`config.mk`:
```
export PLATFORM = sky130hd
export DESIGN_NAME = clock_switch_sequencer
export DESIGN_NICKNAME = d
export VERILOG_FILES = /design/src/rtl/clock_switch_sequencer.sv
export SDC_FILE = /design/constraint.sdc
export NUM_CORES = 1
export LEC_CHECK = 0
export ABC_AREA = 1
export CAP_MARGIN = 10
export CELL_PAD_IN_SITES_DETAIL_PLACEMENT = 1
export CELL_PAD_IN_SITES_GLOBAL_PLACEMENT = 1
export CORE_ASPECT_RATIO = 1.2
export CORE_MARGIN = 4
export CORE_UTILIZATION = 35
export CTS_CLUSTER_DIAMETER = 120
export CTS_CLUSTER_SIZE = 8
export DETAILED_ROUTE_END_ITERATION = 16
export PLACE_DENSITY = 0.79
export SLEW_MARGIN = 30
export SYNTH_ARGS = -nofsm -noshare
export SYNTH_HDL_FRONTEND = slang
export SYNTH_SLANG_ARGS = --single-unit
```
`constraint.sdc`:
```
create_clock -name clock -period 1.5 [get_ports clock]
set_clock_uncertainty 0.1 [all_clocks]
set_input_delay 0.45 -clock clock [delete_from_list [all_inputs] [get_ports clock]]
set_output_delay 0.45 -clock clock [all_outputs]
set_load 0.01 [all_outputs]
```
`src/rtl/clock_switch_sequencer.sv`:
```
// Sequences clock-switch requests onto the select input of a glitch-free clock mux.
// Switches to a dead clock are refused; accepted switches wait out mux settle time, then a minimum dwell.
module clock_switch_sequencer #(
  parameter int   SETTLE_CYCLES = 8,
  parameter int   DWELL_CYCLES  = 16,
  parameter int   SYNC_STAGES   = 2,
  parameter logic RESET_SELECT  = 1'b0
) (
  input  logic clock,
  input  logic reset,
  input  logic request_valid,
  input  logic request_select,
  output logic request_ready,
  output logic response_valid,
  output logic response_error,
  input  logic clock_0_alive,
  input  logic clock_1_alive,
  output logic select,
  output logic busy
);

  localparam int CNT_MAX = (SETTLE_CYCLES > DWELL_CYCLES) ? SETTLE_CYCLES : DWELL_CYCLES;
  localparam int CNT_W   = $clog2(CNT_MAX + 1);
  localparam logic [CNT_W-1:0] SETTLE_LOAD = CNT_W'(SETTLE_CYCLES - 1);
  localparam logic [CNT_W-1:0] DWELL_LOAD  = CNT_W'((DWELL_CYCLES > 0) ? DWELL_CYCLES - 1 : 0);

  typedef enum logic [1:0] {
    IDLE   = 2'd0,
    SETTLE = 2'd1,
    DWELL  = 2'd2
  } state_t;

  state_t           state, state_n;
  logic [CNT_W-1:0] count, count_n;
  logic             select_n;
  logic             rsp_vld_n, rsp_err_n;

  logic [SYNC_STAGES-1:0] alive_0_sync, alive_1_sync;
  logic                   target_alive;

  // Alive synchronizers: cleared by reset so both clocks start out as dead
  always_ff @(posedge clock) begin
    if (reset) begin
      alive_0_sync <= '0;
      alive_1_sync <= '0;
    end else begin
      alive_0_sync <= {alive_0_sync[SYNC_STAGES-2:0], clock_0_alive};
      alive_1_sync <= {alive_1_sync[SYNC_STAGES-2:0], clock_1_alive};
    end
  end

  assign target_alive = request_select ? alive_1_sync[SYNC_STAGES-1]
                                       : alive_0_sync[SYNC_STAGES-1];

  always_comb begin
    state_n   = state;
    count_n   = count;
    select_n  = select;
    rsp_vld_n = 1'b0;
    rsp_err_n = 1'b0;
    case (state)
      IDLE: begin
        if (request_valid) begin
          if (request_select == select) begin
            rsp_vld_n = 1'b1;
          end else if (!target_alive) begin
            rsp_vld_n = 1'b1;
            rsp_err_n = 1'b1;
          end else begin
            select_n = request_select;
            state_n  = SETTLE;
            count_n  = SETTLE_LOAD;
          end
        end
      end
      SETTLE: begin
        // Counter is loaded with N-1 so expiry lands exactly N edges after the select change
        if (count == '0) begin
          rsp_vld_n = 1'b1;
          if (DWELL_CYCLES == 0) begin
            state_n = IDLE;
          end else begin
            state_n = DWELL;
            count_n = DWELL_LOAD;
          end
        end else begin
          count_n = count - 1'b1;
        end
      end
      DWELL: begin
        if (count == '0) begin
          state_n = IDLE;
        end else begin
          count_n = count - 1'b1;
        end
      end
      default: begin
        state_n = IDLE;
        count_n = '0;
      end
    endcase
  end

  // State, select and response registers; reset drops any pending response
  always_ff @(posedge clock) begin
    if (reset) begin
      state          <= IDLE;
      count          <= '0;
      select         <= RESET_SELECT;
      response_valid <= 1'b0;
      response_error <= 1'b0;
    end else begin
      state          <= state_n;
      count          <= count_n;
      select         <= select_n;
      response_valid <= rsp_vld_n;
      response_error <= rsp_err_n;
    end
  end

  assign request_ready = (state == IDLE) && !reset;
  assign busy          = (state != IDLE);

endmodule

```
==> flow_metrics.py <==
metrics = {
    "status": {
        "outcome": "finished with violations",
        "violations": "negative setup slack",
    },
    "placement": {
        "routabilityCongestion": 0.758,
        "pre_cts_ws_ns": -0.572,
        "portBuffers": 10,
        "hpwlAfterDp_um": 1600,
    },
    "clock_tree": {
        "numCtsBuffers": 3,
        "cts_hold_buf": 0,
        "clkTransAtPathRegs_ns": 0.09,
        "cts_tree": "built",
        "postCtsSetupBuffers": 0,
        "clock_sinks": 14,
        "cts_max_level": 1,
        "clock_path_buffers": 2,
        "cts-root-buf": "clkbuf_4",
        "clkLatencyLatePin_ns": 0.28,
    },
    "floorplanning": {
        "die-area_um2": 2850,
        "die_w_um": 49.4,
        "start_util_pct": 38.1,
        "fp.dieH_um": 57.7,
        "rows": 17,
        "ioPinCount": 11,
        "coreArea_um2": 1890,
    },
    "timing": {
        "rsz0062_at_grt": "yes",
        "layout_min_cycle_time_ns": 1.56,
        "fin_ws_ns": -0.0567,
        "fmax_ghz": 0.642,
        "max_slew_margin_pct": 82.9,
        "setup_viol": 1,
        "maxSlewViolCount": 0,
        "fin_hold_ws_ns": 0.314,
        "finalSetupTns_ns": -0.0567,
        "worst_pin_slew_ns": 0.256,
        "min_period_over_period_pct": 104,
        "final_hold_viol_count": 0,
    },
    "setup_path": {
        "crit_path_cell_trace": "nor2_4 > inv_2 > nor2_1 > buf_2",
        "cp_data_required_time_ns": 0.95,
        "end_kind": "output port",
        "reg2reg_from": "count[1]",
        "criticalPathCategory": "reg -> out",
        "critPathLaunch": "state[1]",
        "path_buf_inv": 2,
        "crit_end": "request_ready",
        "startpoint_type": "flip-flop",
        "r2r-end": "count[3]",
        "critPathMaxFanout": 3,
        "reg2regPathDepth": 6,
        "max_stage_delay_ns": 0.35,
        "crit_family": "flip-flops",
        "ff2ff_setup_slack_ns": 0.19,
        "cp_slowest_cell": "dfxtp_2",
        "crit_cells": 4,
        "crit_arrival_ns": 1.01,
    },
    "hold_path": {
        "hold_path.class": "reg -> reg",
    },
    "synthesis": {
        "synthTopCellsByCount": "31 x nand2_1, 15 x inv_1, 14 x dfxtp_1, 12 x nor2_1, 8 x a21oi_1",
        "syn_avg_cell_area_um2": 6.61,
        "yosysWarnings": 0,
        "netlist_area_um2": 721,
        "synth_edf_count": 0,
        "synth.area.top_cells": "dfxtp_1 39%, nand2_1 16%, inv_1 7.8%, nor2_1 6.3%, a21oi_1 5.6%",
        "syn_inst": 109,
        "yosysUniqueCellTypes": 19,
        "synth_fp_nets": 116,
        "ys_ff_latch": 14,
        "synth_top_area_share_pct": 38.9,
        "synth_ff_type": "dfxtp_1",
        "synth.largest_area_cell": "dfxtp_1",
        "synth.most_common_cell": "nand2_1",
        "async_reset_ff_share_pct": 0,
        "ys_seq_area_share_pct": 38.9,
    },
    "drt": {
        "drtIter0Drc": 10,
        "drc_errors": 0,
        "ant_nets": 0,
        "viasPerCell": 5.01,
        "wirelength_um": 2060,
        "detail_route.wl_per_cell_um": 13.6,
        "drt_pass1_iterations": 4,
        "vias": 762,
    },
    "final_layout": {
        "n_fill_cell": 252,
        "drive_above_1_share_pct": 24.8,
        "area_delta_synth_final_pct": 33.9,
        "num_antenna_cells": 0,
        "nets": 141,
    },
    "global_routing": {
        "grt_pass1_vias": 833,
        "antenna_found_initial": 0,
        "grt_overflow": 0,
        "grt_pass1_wl_um": 3590,
        "track_usage_pct": 16.7,
        "grt_max_degree": 10,
    },
    "run": {
        "cap_violations": 0,
    },
    "power": {
        "p_leak_nw": 0.484,
        "power_density_nw_per_um2": 851,
        "ir_worst_vdd_mv": 0.483,
    },
}
==> per-layer routing <==
| metal | up-vias | GRT usage [%] | wire length [um] |
|---|---|---|---|
| met5 | - | 0 | 0 |
| met4 | 0 | 7.11 | 17 |
| met3 | 2 | 3.08 | 41 |
| met2 | 10 | 32.2 | 1140 |
| met1 | 355 | 17.5 | 862 |
| li1 | 395 | - | - |
==> kinds of logic after synthesis <==
group / share of synthesized area (%)
buffers and inverters: 10.1
AO/OA/AOI/OAI: 8.85
XOR/XNOR: 1.22
adder cells (fa/ha/maj): 1.74
AND/OR/NAND/NOR: 39.2
flip-flops: 38.9
==> timing repair <==
item | in CTS | in global routing
pin swaps | 4 | 1
cloned | 0 | 0
gates resized for setup | 17 | 4
endpoints found under the setup margin | 9 | 7
==> power breakdown <==
| group | leakage (nW) | internal [mW] | switching (mW) | total (mW) |
|---|---|---|---|---|
| clock network | 0.0210 | 0.148 | 0.137 | 0.285 |
| logic | 0.347 | 0.0632 | 0.0790 | 0.142 |
| registers | 0.115 | 0.387 | 0.00727 | 0.394 |
==> registers in the layout, indices dropped and copies added (netlist names) <==
signal,cells
alive_1_sync,2
response_error,1
count,5
alive_0_sync,2
response_valid,1
select,1
state,2
==> through the flow <==
stage / total power [mW] / std cells / utilization (%) / cell area, um2
2_1_floorplan: 0.479 / 109 / - / 721
3_3_place_gp: 0.540 / 148 / 48.9 / 926
3_5_place_dp: 0.547 / 148 / 48.9 / 926
4_1_cts: 0.827 / 152 / 50.5 / 956
5_1_grt: 0.879 / 152 / 51.0 / 965
6_report: 0.821 / 152 / 51.0 / 965
==> cell usage in the layout, fill, tap and decap left out, drive strengths merged <==
| cell | instances |
|---|---|
| nor2 | 16 |
| inv | 17 |
| xnor2 | 1 |
| a21oi | 9 |
| buf | 14 |
| dfxtp | 14 |
| nand4 | 7 |
| ha | 1 |
| o21ai | 3 |
| nand2 | 32 |
| clkbuf | 5 |
| nand3 | 6 |
| dlygate4sd2 | 4 |
| clkdlybuf4s50 | 3 |
| nor3 | 1 |
==> worst register-to-register path, stage by stage, from the launching register on <==
cell and delay [ns]:
dfxtp_1 0.32, inv_1 0.12, ha_4 0.20, nand4_1 0.18, a21oi_1 0.19, nor2_1 0.06, nor2_1 0.09
==> worst min path at each step <==
stage,start,endpoint,slack (ns),cells past startpoint
final,alive_0_sync[0],alive_0_sync[1],0.31,2
after global routing,alive_0_sync[0],alive_0_sync[1],0.33,2
after CTS,alive_0_sync[0],alive_0_sync[1],0.31,2
after detailed placement,alive_0_sync[0],alive_0_sync[1],0.30,2
after global placement,alive_1_sync[0],alive_1_sync[1],0.30,2
after floorplan,alive_0_sync[0],alive_0_sync[1],0.29,2
==> layout make-up <==
class / instances / area [um2] / share of cell area, %
multi-input combinational: 76 / 388 / 40.2
sequential: 14 / 283 / 29.3
timing repair buffer: 22 / 170 / 17.6
inverter: 17 / 63.8 / 6.61
clock buffer: 4 / 36.3 / 3.76
tap: 19 / 23.8 / 2.46
(Power assumes the default switching activity.)
